==> src/rtl/operand_fetch.sv <==
// -----------------------------------------------------------------------------
// operand_fetch
//
// Purpose:
//   Fetch/read stage in front of the two-stage execute unit. It owns the
//   16x16 scalar register file, reads operands for the instruction that
//   decode presents, and tracks the destinations of the two in-flight execute
//   stages in a scoreboard. The execute pipe cannot stall, so a read-after-write
//   hazard is resolved here by issuing a bubble instead of the instruction.
//
// Handshake:
//   Decode presents dec_pc/dec_ins with dec_valid. The instruction is taken on
//   a rising edge where dec_valid && dec_ready. dec_ready is combinational and
//   does not depend on dec_valid. While dec_valid && !dec_ready, decode holds
//   dec_pc/dec_ins stable. An instruction is never dropped except by flush or
//   reset.
//
// Ports:
//   clk, reset           clock; synchronous active-high reset
//   dec_valid/ready      decode handshake
//   dec_pc, dec_ins      presented instruction and its PC
//   flush                redirect: kills the presented and execute-1 instruction
//   wb_en/wb_rt/wb_data  execute stage-2 writeback
//   fr_pc, fr_ins        registered PC/instruction to execute
//   fr_operand_1/2       registered operands to execute
//
// Configuration:
//   OPERAND_FETCH_BYPASS_EN  when defined, a same-cycle writeback is forwarded
//                            to the register read, so an execute-2 match is
//                            not a hazard. Undefined: no forwarding.
// -----------------------------------------------------------------------------
module operand_fetch #(
  parameter logic [15:0] BUBBLE_INS = 16'hF000,
  parameter int          NREGS      = 16
) (
  input  logic        clk,
  input  logic        reset,
  input  logic        dec_valid,
  output logic        dec_ready,
  input  logic [15:0] dec_pc,
  input  logic [15:0] dec_ins,
  input  logic        flush,
  input  logic        wb_en,
  input  logic [3:0]  wb_rt,
  input  logic [15:0] wb_data,
  output logic [15:0] fr_pc,
  output logic [15:0] fr_ins,
  output logic [15:0] fr_operand_1,
  output logic [15:0] fr_operand_2
);

  typedef struct packed {
    logic       valid;
    logic [3:0] idx;
  } sb_slot_t;

  logic [15:0] rf_q [NREGS];
  sb_slot_t    s1_q, s2_q;
  logic [15:0] fr_pc_q, fr_ins_q, fr_op1_q, fr_op2_q;

  logic [3:0] op, ra, rb, rt, sub;
  assign op  = dec_ins[15:12];
  assign ra  = dec_ins[11:8];
  assign rb  = dec_ins[7:4];
  assign rt  = dec_ins[3:0];
  assign sub = dec_ins[7:4];

  // Two read ports; op1 always comes from port 1 and op2 from port 2, so an
  // unused port simply reads as zero.
  logic       rd1_en, rd2_en;
  logic [3:0] rd1_idx, rd2_idx;
  logic [15:0] rd1_val, rd2_val;
  logic       writer;
  logic       hazard;
  logic       issue;

  always_comb begin
    rd1_en  = 1'b0;
    rd2_en  = 1'b0;
    rd1_idx = 4'd0;
    rd2_idx = 4'd0;
    unique case (op)
      4'h0, 4'h1, 4'h2, 4'h3, 4'hE: begin
        rd1_en = 1'b1; rd1_idx = ra;
        rd2_en = 1'b1; rd2_idx = rb;
      end
      4'h5: begin
        rd2_en = 1'b1; rd2_idx = rt;
      end
      4'h6: begin
        rd1_en = 1'b1; rd1_idx = ra;
        rd2_en = 1'b1; rd2_idx = rt;
      end
      // Memory ops: op1 carries store data, op2 the address.
      4'h7, 4'hC, 4'hD: begin
        rd1_en = 1'b1; rd1_idx = rt;
        rd2_en = 1'b1; rd2_idx = ra;
      end
      default: begin
      end
    endcase
  end

  // A destination of r0 never creates a scoreboard entry.
  always_comb begin
    writer = 1'b0;
    unique case (op)
      4'h0, 4'h1, 4'h2, 4'h3, 4'h4, 4'h5, 4'hE: writer = 1'b1;
      4'h7:    writer = (sub == 4'd0);
      default: writer = 1'b0;
    endcase
    if (rt == 4'd0) writer = 1'b0;
  end

  function automatic logic fwd(input logic [3:0] idx);
`ifdef OPERAND_FETCH_BYPASS_EN
    return wb_en && (wb_rt == idx) && (idx != 4'd0);
`else
    return 1'b0;
`endif
  endfunction

  function automatic logic [15:0] rf_read(input logic [3:0] idx);
    if (idx == 4'd0)   return 16'd0;
    else if (fwd(idx)) return wb_data;
    else               return rf_q[idx];
  endfunction

  function automatic logic src_hz(input logic en, input logic [3:0] idx);
    return en && ((s1_q.valid && s1_q.idx == idx) ||
                  (s2_q.valid && s2_q.idx == idx && !fwd(idx)));
  endfunction

  always_comb begin
    rd1_val = rd1_en ? rf_read(rd1_idx) : 16'd0;
    rd2_val = rd2_en ? rf_read(rd2_idx) : 16'd0;
  end

  assign hazard    = src_hz(rd1_en, rd1_idx) || src_hz(rd2_en, rd2_idx);
  assign dec_ready = !reset && !flush && !hazard;
  assign issue     = dec_valid && dec_ready;

  always_ff @(posedge clk) begin
    if (reset) begin
      for (int i = 0; i < NREGS; i++) rf_q[i] <= 16'd0;
      s1_q     <= '0;
      s2_q     <= '0;
      fr_pc_q  <= 16'd0;
      fr_ins_q <= BUBBLE_INS;
      fr_op1_q <= 16'd0;
      fr_op2_q <= 16'd0;
    end else begin
      // Writeback commits even during flush: the writer predates the redirect.
      if (wb_en && wb_rt != 4'd0) rf_q[wb_rt] <= wb_data;

      if (issue) begin
        fr_pc_q  <= dec_pc;
        fr_ins_q <= dec_ins;
        fr_op1_q <= rd1_val;
        fr_op2_q <= rd2_val;
      end else begin
        fr_pc_q  <= 16'd0;
        fr_ins_q <= BUBBLE_INS;
        fr_op1_q <= 16'd0;
        fr_op2_q <= 16'd0;
      end

      // Flush kills the execute-1 instruction, so neither slot may keep a
      // hazard alive afterwards.
      if (flush) begin
        s1_q <= '0;
        s2_q <= '0;
      end else begin
        s2_q       <= s1_q;
        s1_q.valid <= issue && writer;
        s1_q.idx   <= (issue && writer) ? rt : 4'd0;
      end
    end
  end

  assign fr_pc        = fr_pc_q;
  assign fr_ins       = fr_ins_q;
  assign fr_operand_1 = fr_op1_q;
  assign fr_operand_2 = fr_op2_q;

endmodule

==> config.mk <==
export PLATFORM = sky130hd
export DESIGN_NAME = operand_fetch
export DESIGN_NICKNAME = d
export VERILOG_FILES = /design/src/rtl/operand_fetch.sv
export SDC_FILE = /design/constraint.sdc
export NUM_CORES = 1
export LEC_CHECK = 0
export ABC_AREA = 1
export CAP_MARGIN = 20
export CORE_MARGIN = 2
export CORE_UTILIZATION = 45
export CTS_BUF_LIST = sky130_fd_sc_hd__clkbuf_4
export DETAILED_ROUTE_END_ITERATION = 12
export HOLD_SLACK_MARGIN = 0.06
export PLACE_DENSITY = 0.66
export RECOVER_POWER = 100
export SLEW_MARGIN = 20
export SYNTH_ARGS = -nofsm -noshare
export SYNTH_HDL_FRONTEND = slang
export SYNTH_SLANG_ARGS = --single-unit
==> constraint.sdc <==
create_clock -name clk -period 2.2 [get_ports clk]
set_input_delay 0.33 -clock clk [delete_from_list [all_inputs] [get_ports clk]]
set_output_delay 0.33 -clock clk [all_outputs]
set_load 0.03 [all_outputs]
=== Word-level counts from Yosys, hierarchy flattened ===
Memory sizes are Yosys's and may differ from the RTL's. A register that Yosys moved wholly into a read port is not among the register bits.
Cells that the tools add are included.

* Bits in registers: 42
* Bits in writable memories: 256
* Input bits: 57
* Output and inout bits: 65
* Word-level logic and storage cells: 75
* Memories: 1

* Equality and inequality tests: 14
* Multiplexer cells: 14
* Bitwise gates (word level): 4
* Reductions and logical operators: 36

{| class="wikitable"
|+ Memory list
! name !! depth !! bits a word !! read ports !! clocked after Yosys merged registers in !! wr ports !! line !! text
|-
| rf_q || 16 || 16 || 2 || 2 || 16 || 57 || <nowiki>logic [15:0] rf_q [NREGS];</nowiki>
|}

{| class="wikitable"
|+ Operators with widths
! operator !! count
|-
| 4-bit logical NOT || 5
|-
| 4-bit by 3-bit == test with 1-bit output, second input constant || 4
|-
| 4-bit == test || 4
|-
| 16-bit two-way mux || 1
|-
| 16-bit OR reduction || 1
|-
| 4-bit == test, second input constant || 3
|-
| 4-bit one-hot mux with 3 select lines || 1
|-
| 1-bit logical AND || 11
|-
| 10-bit OR reduction || 1
|-
| 1-bit two-way mux || 9
|-
| 9-bit OR reduction || 1
|-
| 4-bit by 2-bit == test with 1-bit output, second input constant || 2
|-
| 4-bit one-hot mux with 2 select lines || 1
|-
| 4-bit OR reduction || 2
|-
| 7-bit OR reduction || 1
|-
| 2-bit OR reduction || 3
|-
| 3-bit OR reduction || 2
|-
| 6-bit OR reduction || 1
|-
| 5-bit OR reduction || 1
|-
| 4-bit by 1-bit == test with 1-bit output, second input constant || 1
|-
| 4-bit two-way mux || 1
|-
| 1-bit NOT || 4
|-
| 4-bit nonzero test || 1
|-
| 1-bit logical NOT || 3
|-
| other kinds (2) || 4
|}

=== Depth between registers and ports, before layout ===
Gate-level depths: netlist of the first run.

* Depth in word-level cells: 14
* Depth in mapped cells: 16
* Depth with buffers taken out: 14

=== Worst setup path before layout of the first run ===
No wires, ideal clock.

* Path type: input-to-output
* Start: input port dec_ins[14]
* End: output port dec_ready
* Arrival time: 1.834 ns
* Data required time: 1.870 ns
* Slack: 0.036 ns
* Stages on the path: 14
* Buffers on the path: 2
* Path through: inv_2 nor2_4 nand2_2 nand2_4 nand2_2 nand2_2 buf_6 nand2_2 o21ai_1 nand3b_1 nand2_1 a21oi_4 and2_1 buf_2

* Longest elaborated chain between the ends: 10
* Elaborated cells between the ends (all ways): 35
* Classes of those cells: 13 x eq/ne; 4 x mux; 18 x reduce/logical

{| class="wikitable"
|+ Ends and longest elaborated chain
! what !! line !! text
|-
| start, declared || 41 || <nowiki>input logic [15:0] dec_ins,</nowiki>
|-
| 4-bit by 1-bit == test with 1-bit output, or another cell as far along || 82 || <nowiki>unique case (op)</nowiki>
|-
| 5-bit OR reduction, or another cell as far along || n/a ||
|-
| 4-bit one-hot mux with 3 select lines / 4-bit one-hot mux with 2 select lines (equally long branches) || 82 ||
|-
| 4-bit == test (on tied branches) || 130, 131 ||
|-
| 1-bit logical AND (on tied branches) || 130, 131 ||
|-
| 1-bit logical OR || 130 || <nowiki>return en && ((s1_q.valid && s1_q.idx == idx) ||</nowiki>
|-
| 1-bit logical AND || 130 ||
|-
| 1-bit logical OR * || 139 || <nowiki>assign hazard = src_hz(rd1_en, rd1_idx) || src_hz(rd2_en, rd2_idx);</nowiki>
|-
| 1-bit logical NOT * || 140 || <nowiki>assign dec_ready = !reset && !flush && !hazard;</nowiki>
|-
| 1-bit logical AND * || 140 ||
|-
| end, declared || 39 || <nowiki>output logic dec_ready,</nowiki>
|}

Mark *: on every way between the ends. The rest lies on a longest branch, timed or not.

=== Worst setup path in the final report of the first run ===
* Start: input port dec_ins[13]
* End: output port dec_ready

Same word-level chain as after synthesis.

==> impl_metrics.ini, run 1 <==
[die]
die-area_um2 = 38300
initial_core_util = 0.454
coreArea_um2 = 36400
boundaryPins = 122
die_x_um = 196
row_count = 70
die_y_um = 196

[detailed_routing]
drc = 0
routed_wirelength_mm = 54.5
dr_total_vias = 15353
via_per_inst = 5.56
initialDrtViolationCount = 1933
wl_per_cell_um = 19.7
drt.antenna.violating_nets = 0
dr.pass1.iters = 8

[placement]
gp_routability_congestion = 0.967
hpwlAfterDp_mm = 37.1
dp_cells = 2583
io_buffers = 121

[setup_path]
worst-path-max-fanout = 5
worstPathArrival_ps = 1950
r2r_setup_slack_ps = 100
critPathRequiredTime_ps = 1870
cp-start-kind = primary input
crit_type = in -> out
endpoint_kind = primary output

[grt]
antenna_found_initial = 2
grt_max_degree = 73
grt_pass1_vias = 14716
grt.total_usage = 0.284
grt_pass1_wl_mm = 83.2
grt-ovfl-total = 0

[sta]
final-setup-viol-count = 2
max_freq_ghz = 0.439
postLayoutSetupSlackWorst_ps = -75.8
whs_ps = 106
clock_skew_ps = 34.9
rsz0062_at_grt = yes
final.min_clock_period_ps = 2280
slew_headroom = 0.282
worst_slew_pin_slew_ps = 1080
post-route-period-util = 1.03
drv_slew = 0
hold_viol_final = 0

[clocking]
clkSinkCount = 330
cts-root-buf = clkbuf_4
cts_buffer_depth = 3
cts_tree = built
clock_latency_ps = 740
cts_buffers = 88
clkTransAtPathRegs_ps = 60
ctsHtreeMaxLevel = 3

[synth]
synthSimpleGateAreaFrac = 0.217
synth_warnings = 0
syn_area_per_cell_um2 = 8.49
synth_top_family_by_area = simple AND/OR/NAND/NOR gates
synthDistinctLibCells = 34
synth.mux.area_fraction = 0
synth_xor_area_frac = 0.000530
synth_compound_area_frac = 0.147
ys_seq_elements = 330
synthAdderAreaFrac = 0
synth_cells = 1948
syn_area_um2 = 16500
ys_seq_area_frac = 0.554
async_flop_share = 0
postSynth.topFlopCell = edfxtp_1
synth-edff-count = 256

[cells_and_area]
final_common_cell = nor2_1
drive_above_1_share = 0.172
final_util = 0.565
nets = 2281
layout_common_cells = nor2_1, nand2_1, edfxtp_1
final-instance-count-excl-fill = 2761
syn_to_final_growth_pct = 24.5

[worst_hold_path]
holdCritPathClass = in -> reg

[status]
violations = negative setup slack
status = complete, but fails checks

[power]
peakVddDrop_mv = 0.322
cellLeakagePower_uw = 0.00863
p_per_area_nw_per_um2 = 760
power_uw = 15600

[run]
maxCapViolCount = 0
## registers in the layout, summed over array words and instances (netlist names)
register      cells
s1_q              5
fr_ins           16
fr_operand_1     16
s2_q              5
rf_q            256
fr_pc            16
fr_operand_2     16
## logic make-up (layout without fill, tap and decap cells)
kind of cell | Yosys count | after routing
flops | 330 | 330
compound gates | 440 | 440
buf+inv | 328 | 656
xor+xnor | 1 | 1
other cells | 1 | 18
simple gates | 848 | 848
## per-stage QoR
step / setup WS [ps] / area, um^2 / setup TNS [ps]
global route: -190 / 20600 / -378
finish: -75.8 / 20600 / -80.8
floorplan: 36.3 / 16600 / 0
CTS: -88.1 / 20900 / -88.1
global placement: -777 / 19600 / -42230
detailed placement: -764 / 19600 / -43790
## critical path, cell delays in order
cell and delay, ps:
buf_2 130, inv_2 70, nor2_1 110, nand2_1 80
nand2_2 130, nand2_2 110, buf_4 150, nand4_1 80
nand2_1 70, nor2_2 140, nand3_1 90, nand2_1 80
nand2_2 60, and2_4 170, buf_6 130
## path summary, 6_finish.rpt
kind,start,endpoint,cells past startpoint
hold / removal,dec_ins[15],fr_ins[15],5
setup reg to reg,s2_q[0],fr_operand_2[5],10
hold reg to reg,s1_q[4],s2_q[4],2
setup / recovery,dec_ins[13],dec_ready,15
## cell usage after synthesis, types with 2 or more instances
library cell	n	area, um^2
nor3_1	3	15.0
buf_2	45	225
nand4_1	12	75.1
nand3_1	103	515
nand2_2	9	56.3
dfxtp_1	74	1480
o21ai_1	5	25.0
nand2_1	288	1080
o211ai_1	80	601
inv_2	4	15.0
nor2_1	405	1520
buf_4	4	30.0
nand4_4	2	42.5
nor2_4	21	236
inv_1	186	698
a21oi_1	112	561
o21ai_0	238	1190
clkbuf_1	75	282
buf_1	7	26.3
buf_6	5	56.3
edfxtp_1	256	7690
clkinv_1	2	7.51
## final cells by class
type	instances	area, um^2
Timing Repair Buffer	307	2760
Sequential cell	330	9180
Fill cell	3350	15800
Antenna cell	2	5.00
Clock buffer	134	1010
Inverter	192	723
Multi-Input combinational cell	1305	6180
Tap cell	468	586
Clock inverter	23	151
## what timing repair did
item                                    in CTS  in global routing
endpoints found under the hold margin        3                  1
hold buffers                                 3                  1
resized for setup                           58                 18
cloned                                       0                  0
endpoints found under the setup margin       4                  2
pin swaps                                   15                 17
buffers inserted                            13                  2
## report_power, final
| part | switching (uW) | leakage, uW | internal (uW) |
|---|---|---|---|
| Combinational | 1840 | 0.00488 | 996 |
| Sequential | 146 | 0.00305 | 7040 |
| Clock | 2610 | 0.000704 | 3010 |
| Total | 4590 | 0.00863 | 11000 |
## per-layer routing
layer / up-vias / part of all wire / GRT usage / wire [um]
met2: 959 / 0.46 / 0.466 / 25300
met1: 7176 / 0.39 / 0.374 / 21400
li1: 7084 / - / - / -
met5: - / 0 / 0 / 0
met3: 134 / 0.11 / 0.0512 / 5810
met4: 0 / 0.037 / 0.118 / 2020
No activity file was read; power rests on OpenSTA's default activity.
==> run 2: changes to the inputs <==
==> constraint.sdc (replaced) <==
create_clock -name clk -period 2.2 [get_ports clk]
set_input_delay 0.33 -clock clk [delete_from_list [all_inputs] [get_ports clk]]
set_output_delay 0.33 -clock clk [all_outputs]
set_load 0.05 [all_outputs]
==> impl_metrics.ini, run 2 (synthesized netlist as in run 1, its figures left out) <==
[status]
status = complete, but fails checks
violations = negative setup slack

[clocking]
cts-root-buf = clkbuf_4
cts_tree = built
clkTransAtPathRegs_ps = 70
cts_buffers = 87
cts_buffer_depth = 3
ctsHtreeMaxLevel = 3
clock_latency_ps = 790
clkSinkCount = 330

[cells_and_area]
drive_above_1_share = 0.167
syn_to_final_growth_pct = 25.7
layout_common_cells = nor2_1, nand2_1, edfxtp_1
final-instance-count-excl-fill = 2747
largest_reg_flops = 256
final_common_cell = nor2_1
final_util = 0.570
final_cell_area_um2 = 20800
top_register = rf_q
nets = 2268

[setup_path]
crit_family = simple AND/OR/NAND/NOR gates
critPathRequiredTime_ps = 1870
worstPathArrival_ps = 2010
path_common_cell = nor2_1
crit_chain = buf_4, nor2_1, nor2_1, nand3_2, nand2_2, a21oi_4, and2_4, buf_12
crit_type = reg -> out
path_buf_inv = 2
slowest_stage = dfxtp_2
cpPeakStageDelay_ps = 340
cp-start-kind = flop
endpoint_kind = primary output
worst-path-max-fanout = 3

[die]
row_count = 70
die_y_um = 196
coreArea_um2 = 36400
initial_core_util = 0.454
boundaryPins = 122
die_x_um = 196
die-area_um2 = 38300

[sta]
post-route-period-util = 1.07
postLayoutSetupSlackWorst_ps = -144
drv_slew = 0
rsz0062_at_grt = yes
hold_viol_final = 0
slew_headroom = 0.213
final-setup-viol-count = 1
worst_slew_pin_slew_ps = 1180
max_freq_ghz = 0.427
final.min_clock_period_ps = 2340
clock_skew_ps = 51.0

[detailed_routing]
dr_total_vias = 15137
via_per_inst = 5.51
routed_wirelength_mm = 54.8
dr.pass1.iters = 6
drt.antenna.violating_nets = 0
wl_per_cell_um = 19.9
initialDrtViolationCount = 1526
drc = 0

[grt]
grt_pass1_vias = 14282
grt_pass1_wl_mm = 82.3
grt-ovfl-total = 0
grt_max_degree = 78
antenna_found_initial = 1
grt.total_usage = 0.285

[power]
peakVddDrop_mv = 0.403
cellLeakagePower_uw = 0.00883
p_per_area_nw_per_um2 = 754

[placement]
hpwlAfterDp_mm = 37.2
dp_cells = 2577
placed_area_um2 = 19600
io_buffers = 121
pre_cts_ws_ps = -752
gp_routability_congestion = 0.912

[run]
maxCapViolCount = 0

[worst_hold_path]
holdCritPathClass = in -> reg
-- run 2: changes by cell type in the layout (fill, tap and decap cells not counted), sizes merged --
cell,before,now
buf,138,166
clkbuf,183,138
clkdlybuf4s50,71,50
diode,2,3
dlygate4sd2,6,64
dlygate4sd3,42,6
inv,192,193
-- run 2: metal layers --
layer  GRT usage  vias up  part of all wire
li1            -     7076                 -
met1       0.366     7031              0.39
met2       0.458      894              0.46
met3      0.0646      136              0.11
met4       0.138        0             0.042
met5           0        -                 0
-- run 2: what timing repair did --
item                       CTS  global route
setup endpoints to repair   65             1
pin swaps                    4             9
resized for setup           80            28
hold buffers                 0             5
hold endpoints to repair     0             6
buffers inserted             1             7
-- run 2: where the power goes --
part | switching (uW) | internal (uW) | total [uW]
sequential | 146 | 7040 | 7180
clock | 2570 | 2930 | 5500
combinational | 1920 | 1060 | 2980
-- run 2: worst paths after layout --
| check | startpoint | endpoint | slack, ps | cells past startpoint |
|---|---|---|---|---|
| max | s1_q[1] | dec_ready | -140 | 8 |
| min | dec_pc[0] | fr_pc[0] | 120 | 3 |
| max reg2reg | s1_q[1] | fr_operand_2[12] | 430 | 11 |
| min reg2reg | s1_q[0] | s2_q[0] | 500 | 2 |
-- run 2: area by class of cell --
cell class,instances,area (um^2)
multi-input cells,1305,6180
fillers,3243,15700
well taps,468,586
repair buffers,295,2990
clock buffers,130,976
diodes,3,7.51
flip-flops and latches,330,9180
clock inverters,24,146
inverters,192,721
-- run 2: stage by stage --
stage / TNS [ps] / hold slack [ps] / power, uW
3_3_place_gp: -38190 / 476 / 10200
4_1_cts: -191 / 63.1 / 15700
3_5_place_dp: -43620 / 466 / 10200
6_report: -144 / 118 / 15700
5_1_grt: -208 / 92.3 / 16300
2_1_floorplan: 0 / 422 / 8880
-- run 2: worst register-to-register path: stages, from the launching register on --
cell	delay, ps
dfxtp_2	340
buf_4	140
nor2_1	100
nor2_1	70
nand3_2	60
nand2_2	60
a21oi_4	150
buf_4	120
buf_4	140
nand4_4	120
buf_4	220
nor2_1	170
